$ cat config.mk
export PLATFORM = sky130hd
export DESIGN_NAME = pkt_tx_gen
export DESIGN_NICKNAME = d
export VERILOG_FILES = /design/src/rtl/pkt_gen_pkg.sv /design/src/rtl/pkt_tx_gen.sv
export SDC_FILE = /design/constraint.sdc
export NUM_CORES = 1
export LEC_CHECK = 0
export ABC_AREA = 1
export CAP_MARGIN = 20
export CORE_MARGIN = 2
export CORE_UTILIZATION = 50
export DETAILED_ROUTE_END_ITERATION = 6
export PLACE_DENSITY = 0.88
export REMOVE_ABC_BUFFERS = 1
export SLEW_MARGIN = 40
export SYNTH_ARGS = -nofsm -noshare
export SYNTH_HDL_FRONTEND = slang
export SYNTH_SLANG_ARGS = --single-unit
export TNS_END_PERCENT = 100
$ cat constraint.sdc
create_clock -name clk_156m25 -period 2.4 [get_ports clk_156m25]
set_clock_uncertainty 0.15 [all_clocks]
set_input_delay 0.24 -clock clk_156m25 [delete_from_list [all_inputs] [get_ports clk_156m25]]
set_output_delay 0.24 -clock clk_156m25 [all_outputs]
set_load 0.01 [all_outputs]
$ cat src/rtl/pkt_gen_pkg.sv
// Shared definitions for the synthetic frame generator and its RX-side checker.
package pkt_gen_pkg;

  typedef enum logic [1:0] {StIdle, StSend, StGap, StFin} state_e;

  localparam logic [2:0]  MOD_FULL = 3'd0;
  localparam int unsigned MIN_LEN  = 8;

  // Word k of frame n carries {seed+n, k}; both halves wrap mod 2^32.
  function automatic logic [63:0] pkt_word(input logic [31:0] seed,
                                           input logic [31:0] frame_idx,
                                           input logic [31:0] word_idx);
    pkt_word = {seed + frame_idx, word_idx};
  endfunction

endpackage

$ cat src/rtl/pkt_tx_gen.sv
// Programmable frame generator feeding the xge_mac packet TX interface.
// Emits num_frames frames of frame_len bytes with a checkable payload, honouring pkt_tx_full.
module pkt_tx_gen
  import pkt_gen_pkg::*;
#(
  parameter int unsigned MAX_LEN_W = 14,
  parameter int unsigned GAP_W     = 8
) (
  input  logic                 clk_156m25,
  input  logic                 reset_156m25,
  input  logic                 start,
  input  logic                 stop,
  input  logic [MAX_LEN_W-1:0] frame_len,
  input  logic [15:0]          num_frames,
  input  logic [GAP_W-1:0]     gap_cycles,
  input  logic [31:0]          seed,
  input  logic                 pkt_tx_full,
  output logic                 pkt_tx_val,
  output logic                 pkt_tx_sop,
  output logic                 pkt_tx_eop,
  output logic [2:0]           pkt_tx_mod,
  output logic [63:0]          pkt_tx_data,
  output logic                 busy,
  output logic                 done,
  output logic [31:0]          frames_sent
);

  localparam int unsigned WordW = MAX_LEN_W - 2;

  state_e             state_q, state_d;
  logic               stop_q, stop_d;
  logic [WordW-1:0]   words_q, words_d;
  logic [2:0]         len_mod_q, len_mod_d;
  logic [15:0]        num_q, num_d;
  logic [GAP_W-1:0]   gap_q, gap_d;
  logic [GAP_W-1:0]   gap_cnt_q, gap_cnt_d;
  logic [31:0]        seed_q, seed_d;
  logic [31:0]        frame_idx_q, frame_idx_d;
  logic [WordW-1:0]   word_idx_q, word_idx_d;
  logic [31:0]        frames_sent_q, frames_sent_d;

  logic               val_q, val_d;
  logic               sop_q, sop_d;
  logic               eop_q, eop_d;
  logic [2:0]         mod_q, mod_d;
  logic [63:0]        data_q, data_d;
  logic               busy_q, busy_d;
  logic               done_q, done_d;

  logic               issue;
  logic               last_word;
  logic               start_ok;
  logic [MAX_LEN_W-1:0] len_clamp;
  logic [MAX_LEN_W:0]   len_sum;

  assign len_clamp = (frame_len < MAX_LEN_W'(MIN_LEN)) ? MAX_LEN_W'(MIN_LEN) : frame_len;
  assign len_sum   = {1'b0, len_clamp} + (MAX_LEN_W + 1)'(7);
  assign last_word = (word_idx_q == (words_q - WordW'(1)));
  // busy stays high through the done cycle, so a start there is still ignored.
  assign start_ok  = start && (state_q == StIdle) && !busy_q;

  always_ff @(posedge clk_156m25) begin
    if (reset_156m25) begin
      state_q       <= StIdle;
      stop_q        <= 1'b0;
      words_q       <= '0;
      len_mod_q     <= '0;
      num_q         <= '0;
      gap_q         <= '0;
      gap_cnt_q     <= '0;
      seed_q        <= '0;
      frame_idx_q   <= '0;
      word_idx_q    <= '0;
      frames_sent_q <= '0;
      val_q         <= 1'b0;
      sop_q         <= 1'b0;
      eop_q         <= 1'b0;
      mod_q         <= '0;
      data_q        <= '0;
      busy_q        <= 1'b0;
      done_q        <= 1'b0;
    end else begin
      state_q       <= state_d;
      stop_q        <= stop_d;
      words_q       <= words_d;
      len_mod_q     <= len_mod_d;
      num_q         <= num_d;
      gap_q         <= gap_d;
      gap_cnt_q     <= gap_cnt_d;
      seed_q        <= seed_d;
      frame_idx_q   <= frame_idx_d;
      word_idx_q    <= word_idx_d;
      frames_sent_q <= frames_sent_d;
      val_q         <= val_d;
      sop_q         <= sop_d;
      eop_q         <= eop_d;
      mod_q         <= mod_d;
      data_q        <= data_d;
      busy_q        <= busy_d;
      done_q        <= done_d;
    end
  end

  always_comb begin
    state_d       = state_q;
    stop_d        = stop_q;
    words_d       = words_q;
    len_mod_d     = len_mod_q;
    num_d         = num_q;
    gap_d         = gap_q;
    gap_cnt_d     = gap_cnt_q;
    seed_d        = seed_q;
    frame_idx_d   = frame_idx_q;
    word_idx_d    = word_idx_q;
    frames_sent_d = frames_sent_q;
    issue         = 1'b0;
    unique case (state_q)
      StIdle: begin
        if (start_ok) begin
          state_d       = StSend;
          words_d       = len_sum[MAX_LEN_W:3];
          len_mod_d     = len_clamp[2:0];
          num_d         = num_frames;
          gap_d         = gap_cycles;
          seed_d        = seed;
          frame_idx_d   = '0;
          word_idx_d    = '0;
          frames_sent_d = '0;
          stop_d        = stop;
        end
      end
      StSend: begin
        stop_d = stop_q | stop;
        if (!pkt_tx_full) begin
          issue = 1'b1;
          if (last_word) begin
            frames_sent_d = frames_sent_q + 32'd1;
            word_idx_d    = '0;
            if (((num_q != 16'd0) && (frames_sent_d == 32'(num_q))) || stop_q || stop) begin
              state_d = StFin;
            end else if (gap_q != '0) begin
              state_d   = StGap;
              gap_cnt_d = '0;
            end else begin
              frame_idx_d = frame_idx_q + 32'd1;
            end
          end else begin
            word_idx_d = word_idx_q + WordW'(1);
          end
        end
      end
      StGap: begin
        stop_d = stop_q | stop;
        if (stop_q || stop) begin
          state_d = StFin;
        end else if (gap_cnt_q == (gap_q - GAP_W'(1))) begin
          state_d     = StSend;
          frame_idx_d = frame_idx_q + 32'd1;
        end else begin
          gap_cnt_d = gap_cnt_q + GAP_W'(1);
        end
      end
      StFin: begin
        state_d = StIdle;
        stop_d  = 1'b0;
      end
      default: state_d = StIdle;
    endcase
  end

  always_comb begin
    val_d  = issue;
    sop_d  = issue && (word_idx_q == '0);
    eop_d  = issue && last_word;
    mod_d  = (issue && last_word) ? len_mod_q : MOD_FULL;
    data_d = issue ? pkt_word(seed_q, frame_idx_q, 32'(word_idx_q)) : 64'd0;
    done_d = (state_q == StFin);
    busy_d = (state_d != StIdle) || (state_q == StFin);
  end

  assign pkt_tx_val  = val_q;
  assign pkt_tx_sop  = sop_q;
  assign pkt_tx_eop  = eop_q;
  assign pkt_tx_mod  = mod_q;
  assign pkt_tx_data = data_q;
  assign busy        = busy_q;
  assign done        = done_q;
  assign frames_sent = frames_sent_q;

endmodule

### After elaboration in Yosys (flattened, before gate mapping)

Index checks and enable logic that the tools add are counted.

* equal/unequal tests: 15
* $add $sub $neg: 8
* magnitude comparators: 1
* bitwise operators: 3
* shifts and indexed selects: 0
* muxes and demuxes: 35
* reduce and logical (&&, ||, !) cells: 26
* divide/modulo/power cells: 0
* multiply operators: 0

Operators with widths (number)
* 2-to-1 mux 32 bit: 9
* one-hot mux 32 bit (3 select lines): 1
* adder 32 x 1 -> 32 bit (second input constant): 2
* one-hot mux 32 bit (2 select lines): 1
* 2-to-1 mux 8 bit: 6
* 2-to-1 mux 12 bit: 3
* adder 32 bit: 1
* equality test 32 x 16 -> 1 bit: 1
* one-hot mux 12 bit (2 select lines): 1
* != test 2 bit (second input constant): 9
* one-hot mux 8 bit (2 select lines): 1
* nonzero test 16 bit: 1
* adder 14 x 3 -> 15 bit (second input constant): 1
* less-than comparator 14 x 4 -> 1 bit (second input constant): 1
* 2-to-1 mux 14 bit: 1
* 2-to-1 mux 2 bit: 7
* adder 12 x 1 -> 12 bit (second input constant): 1
* equality test 12 bit: 1
* zero test 12 bit: 1
* subtractor 12 x 1 -> 12 bit (second input constant): 1
* adder 8 x 1 -> 8 bit (second input constant): 1
* equality test 8 bit: 1
* one-hot mux 2 bit (4 select lines): 1
* AND reduction 8 bit: 1
* 19 further kinds: 34

* flip-flop bits (word level): 230
* memories kept: 0
* output and inout bits: 104
* ROM bits: 0
* bits in latches: 0
* memory bits (writable): 0

### Longest topological paths before layout

* word-level depth: 11
* gate-level depth with buffers: 21

### Worst setup path before layout

OpenSTA, ideal clock, no wires.

* kind: register to register
* start point: register frame_idx_q[0]
* end point: register data_q[56], in the netlist pkt_tx_data[56]
* library setup time: 116 ps
* cell stages (with the launch flop): 18
* slack: -214 ps
* period minus slack after synthesis: 2614 ps
* arrival: 2348 ps
* cell sequence: dfxtp_1 -> ha_1 -> inv_1 -> fa_1 -> inv_1 -> nand3_1 -> nand2_1 -> a21oi_1 -> o21ai_0 -> nand2_1 -> nand2_1 -> a21oi_1 -> o21ai_0 -> nand3_1 -> nand3_1 -> nand2_1 -> inv_1 -> nor2_1

* cells in the longest elaborated chain, start to end: 1

Ends and longest elaborated chain
* from (decl): RTL line pkt_tx_gen.sv:38 `logic [31:0] frame_idx_q, frame_idx_d;`
* from (signal assigned): RTL line pkt_tx_gen.sv:91 `frame_idx_q <= frame_idx_d;`
* adder 32 bit: RTL line pkt_gen_pkg.sv:13 `pkt_word = {seed + frame_idx, word_idx};`
* to (signal assigned): RTL line pkt_tx_gen.sv:98 `data_q <= data_d;`
* to (decl): RTL line pkt_tx_gen.sv:46 `logic [63:0] data_q, data_d;`

Every way passes these cells.
A chain may end at the register's enable or synchronous reset.

### Worst setup path after layout

* start point: register frames_sent_q[0], in the netlist frames_sent[0]
* end point: register gap_cnt_q[6]

* cells in the longest elaborated chain, start to end: 7

Ends and longest elaborated chain
* from (decl): RTL line pkt_tx_gen.sv:40 `logic [31:0] frames_sent_q, frames_sent_d;`
* from (signal assigned): RTL line pkt_tx_gen.sv:93 `frames_sent_q <= frames_sent_d;`
* adder 32 x 1 -> 32 bit: RTL line pkt_tx_gen.sv:137 `frames_sent_d = frames_sent_q + 32'd1;`
* equality test 32 x 16 -> 1 bit: RTL line pkt_tx_gen.sv:139 `if (((num_q != 16'd0) && (frames_sent_d == 32'(num_q))) || stop_q || stop) begin`
* logical AND 1 bit: RTL line pkt_tx_gen.sv:139
* logical OR 1 bit (2 in a row): RTL line pkt_tx_gen.sv:139
* != test 2 bit (no source line)
* AND reduction 7 bit (no source line)
* to (signal assigned): RTL line pkt_tx_gen.sv:89 `gap_cnt_q <= gap_cnt_d;`
* to (decl): RTL line pkt_tx_gen.sv:36 `logic [GAP_W-1:0] gap_cnt_q, gap_cnt_d;`

Every way passes these cells.

==> qor_table.md <==
| Metric | This run | Unit |
|:---|:---|:---|
| Final setup violation count | 100 | - |
| Violation count after the first detailed-routing iteration | 1712 | - |
| Wire length of the first global-routing pass | 67320 | µm |
| Cell taking the most area after synthesis | sky130_fd_sc_hd__dfxtp_1 | - |
| Chip Height | 160.8 | µm |
| CP max FO | 5 | - |
| Average size of a mapped cell | 6.696 | µm² |
| Clock input transition at the sequential cells of the worst setup and hold paths | 0.07 | ns |
| Layout Nets | 2334 | - |
| Measured slew at the worst slew-check pin | 0.7321 | ns |
| Maximum clock frequency | 336.5 | MHz |
| Unrepaired setup endpoints after global routing | yes | - |
| Tcrit/Tclk final | 1.238 | - |
| Leading post-synthesis cells by cell area | sky130_fd_sc_hd__dfxtp_1 34%, sky130_fd_sc_hd__nand2_1 12%, sky130_fd_sc_hd__nor2_1 9.1% | - |
| Number of flip-flops and latches in the synthesized netlist | 210 | - |
| Number of cells in the design after placement | 2467 | - |
| Number of global-route vias before repair | 13740 | - |
| Path type of the worst min-delay path | in -> reg | - |
| Routed via count divided by cell count | 5.862 | - |
| Status | finished with violations | - |
| Total routing usage reported by global routing | 0.3158 | - |
| Required time at the endpoint of the critical path | 2.71 | ns |
| Violations in the final reports | DRC, setup timing | - |
| Mapped Cells | 1835 | - |
| EDFF count, synth | 0 | - |
| Via Count | 14990 | - |
| Worst vdd rail ir drop | 0.7638 | mV |
| Clock root buffer | sky130_fd_sc_hd__clkbuf_16 | - |
| Mapped cell area | 12290 | µm² |
| Worst relative slew slack | 0.5119 | - |
| Peak-usage layer in the global routing report | met2 | - |
| Detailed-route wire length | 48790 | µm |
| Drt wl/cell | 19.07 | µm |
| Kind of capture point of the worst setup path | flop | - |
| Share of the synthesized area in the top cell type | 0.3422 | - |
| Routability Congestion | 0.9934 | - |
| Number of buffers added by the clock tree synthesis step | 25 | - |
| Layout overhead on the synthesized area | 47.30 | % |
| Area enclosed by the die boundary | 25840 | µm² |
| Number of standard-cell rows in the floorplan | 57 | - |
| GRT met2 Usage | 0.5425 | - |
| Buffers from clock root to sink, at most | 3 | - |
| Proportion of synthesized chip area in sequential cells | 0.3422 | - |
| Unique masters post-synth | 47 | - |
| Post-cts hold buffer count | 0 | - |
| Number of clock sinks | 210 | - |
| Fraction of layout instances using a drive strength above 1 | 0.2484 | - |
| IO Pins | 179 | - |
| Hold Worst Slack | 0.1199 | ns |
| Pin count of the biggest net entering global routing | 54 | - |
| Remaining routing DRC violations | 2 | - |
| Diode insertion count for antenna repair | 0 | - |
| Min setup slack post-route | -0.5722 | ns |
| Remaining antenna violation count | 0 | - |
| Final core occ | 0.7464 | - |
| Share of synthesized flip-flops with an asynchronous set or reset | 0 | - |
| Initial antenna violation count | 0 | - |
| Starting density of the core | 0.5067 | - |
| Met3 usage in global routing | 0.05656 | - |
| Kind of critical path | reg -> reg | - |
| Fin. max-slew vios | 0 | - |
| Leak Pwr | 7.480 | nW |
| Clock latency reported for the late side of the worst-skew pair | 0.55 | ns |
| Min cycle time layout | 2.972 | ns |
| H-Tree Depth | 1 | - |
| CP startpoint kind | flop | - |
| Non-filler instance count after layout | 2558 | - |
| Number of maximum-capacitance violations | 0 | - |
| Worst path arrival time | 3.28 | ns |
| Drt first pass iters | 7 | - |
| TritonCTS clock tree | yes | - |
| Synth warnings | 0 | - |
| Final Hold Violating Endpoints | 0 | - |
| Port-buffer cells | 158 | - |
| Chip width | 160.8 | µm |
| Placed wire-length estimate after detailed placement | 28530 | µm |
| Core Region | 24250 | µm² |
| Power density relative to cell area | 940.2 | nW/µm² |
| Number of fill cells | 1584 | - |
| Leading register cell type out of synthesis | sky130_fd_sc_hd__dfxtp_1 | - |
| Total overflow reported by the global router | 0 | - |
| Met1 routing resource usage after global routing | 0.3781 | - |
-- power by group --
part	total (mW)	switching [mW]	internal, mW
Sequential	4.61	0.526	4.08
Combinational	8.23	4.78	3.45
Clock	4.18	1.67	2.52
Total	17.0	6.97	10.0
-- kinds of logic (layout without fill, tap and decap cells) --
family	Yosys count	count (layout)	synth area share
AND/OR/NAND/NOR	926	927	0.3211
AO/OA/AOI/OAI	302	302	0.1360
buffers and inverters	273	652	0.09195
flip-flops	210	210	0.3422
XOR/XNOR	79	79	0.06303
adder cells (fa/ha/maj)	44	44	0.04542
other	1	20	0.0003052
-- cell type report --
cell class	count	area, µm²	area share
Clock buffer	28	656.9	0.03629
Clock inverter	18	236.5	0.01307
Inverter	198	748.2	0.04134
Multi-Input combinational cell	1372	8065	0.4456
Sequential cell	210	4244	0.2345
Tap cell	324	405.4	0.02240
Timing Repair Buffer	408	3742	0.2068
-- cell usage after synthesis (8+ instances only) --
| library cell | n |
|---|---|
| sky130_fd_sc_hd__nand2_1 | 384 |
| sky130_fd_sc_hd__nor2_1 | 297 |
| sky130_fd_sc_hd__dfxtp_1 | 210 |
| sky130_fd_sc_hd__inv_1 | 191 |
| sky130_fd_sc_hd__a21oi_1 | 136 |
| sky130_fd_sc_hd__nand3_1 | 128 |
| sky130_fd_sc_hd__o21ai_0 | 94 |
| sky130_fd_sc_hd__xor2_1 | 48 |
| sky130_fd_sc_hd__ha_1 | 43 |
| sky130_fd_sc_hd__clkbuf_1 | 41 |
| sky130_fd_sc_hd__nor3_1 | 30 |
| sky130_fd_sc_hd__nand4_1 | 29 |
| sky130_fd_sc_hd__xnor2_1 | 25 |
| sky130_fd_sc_hd__buf_4 | 23 |
| sky130_fd_sc_hd__a22oi_1 | 20 |
| sky130_fd_sc_hd__or2_2 | 20 |
| sky130_fd_sc_hd__nor4_1 | 14 |
| sky130_fd_sc_hd__buf_2 | 9 |
| sky130_fd_sc_hd__a31oi_1 | 8 |
-- worst paths after layout --
path	to	cells after the start	startpoint	slack (ns)
max reg2reg	gap_cnt_q[6]	21	frames_sent[0]	-0.57
min reg2reg	pkt_tx_mod[1]	2	len_mod_q[1]	0.27
min	seed_q[5]	3	seed[5]	0.12
max	gap_cnt_q[6]	21	frames_sent[0]	-0.57
-- flip-flops by register name, indices dropped and copies added, names as in the netlist, 2 cells and up --
register	cells
words_q	12
frame_idx_q	32
frames_sent	32
len_mod_q	3
word_idx_q	12
state_q	2
pkt_tx_mod	3
pkt_tx_data	44
num_q	16
seed_q	32
gap_cnt_q	8
gap_q	8
-- metal layers --
layer / wire, µm / vias up
li1: - / 6722
met1: 17880 / 6819
met2: 22350 / 1088
met3: 4907 / 365
met4: 3647 / 0
met5: 0 / -
-- timing repair --
| action | 4_1_cts | 5_1_grt |
|---|---|---|
| pin swaps | 53 | 69 |
| gates cloned | 4 | 3 |
| endpoints found under the setup margin | 108 | 111 |
| buffers inserted | 17 | 23 |
| resized for setup | 142 | 157 |
-- placed cells by master (no fill, tap or decap), types with 14 or more instances in the layout --
cell type and instances:
sky130_fd_sc_hd__dfxtp_2 17, sky130_fd_sc_hd__o21ai_0 84, sky130_fd_sc_hd__nor2_2 25, sky130_fd_sc_hd__conb_1 20, sky130_fd_sc_hd__clkdlybuf4s50_1 157, sky130_fd_sc_hd__nand4_1 29
sky130_fd_sc_hd__a21oi_1 106, sky130_fd_sc_hd__ha_1 29, sky130_fd_sc_hd__nor3_1 26, sky130_fd_sc_hd__nand2_2 47, sky130_fd_sc_hd__a22oi_1 19, sky130_fd_sc_hd__nand2_1 331
sky130_fd_sc_hd__or2_2 14, sky130_fd_sc_hd__clkbuf_16 26, sky130_fd_sc_hd__inv_1 182, sky130_fd_sc_hd__xor2_1 46, sky130_fd_sc_hd__xnor2_1 25, sky130_fd_sc_hd__nand3_1 98
sky130_fd_sc_hd__a21oi_2 24, sky130_fd_sc_hd__nor2_1 266, sky130_fd_sc_hd__nand3_2 24, sky130_fd_sc_hd__dfxtp_1 188, sky130_fd_sc_hd__buf_4 221
-- critical path, stage by stage, from the launching register on --
cell and delay [ns]:
sky130_fd_sc_hd__dfxtp_4 0.38, sky130_fd_sc_hd__ha_4 0.19, sky130_fd_sc_hd__buf_6 0.12, sky130_fd_sc_hd__inv_4 0.04, sky130_fd_sc_hd__nand2_4 0.07, sky130_fd_sc_hd__nand2_2 0.06, sky130_fd_sc_hd__nand2_1 0.11, sky130_fd_sc_hd__nand2_1 0.09
sky130_fd_sc_hd__nor2_1 0.14, sky130_fd_sc_hd__nand2_1 0.09, sky130_fd_sc_hd__nor2_2 0.16, sky130_fd_sc_hd__nand2_2 0.06, sky130_fd_sc_hd__nor2_2 0.10, sky130_fd_sc_hd__nand2_1 0.07, sky130_fd_sc_hd__nor2_2 0.09, sky130_fd_sc_hd__nand3_2 0.12
sky130_fd_sc_hd__nand3_2 0.13, sky130_fd_sc_hd__nand2_4 0.12, sky130_fd_sc_hd__buf_6 0.17, sky130_fd_sc_hd__nand2_8 0.07, sky130_fd_sc_hd__nand2_1 0.09, sky130_fd_sc_hd__a21oi_1 0.25
-- through the flow --
step / setup TNS (ns) / setup WS (ns) / power (mW) / area [µm²]
3_5_place_dp: -35.05 / -0.5279 / 10.83 / 15630
5_1_grt: -43.94 / -0.7630 / 17.65 / 18100
2_1_floorplan: -242.84 / -2.386 / 7.926 / 11970
4_1_cts: -14.30 / -0.2550 / 15.67 / 17260
3_3_place_gp: -27.80 / -0.4287 / 10.64 / 15630
6_report: -29.61 / -0.5722 / 17.02 / 18100
Power figures use the tool's default switching activity.
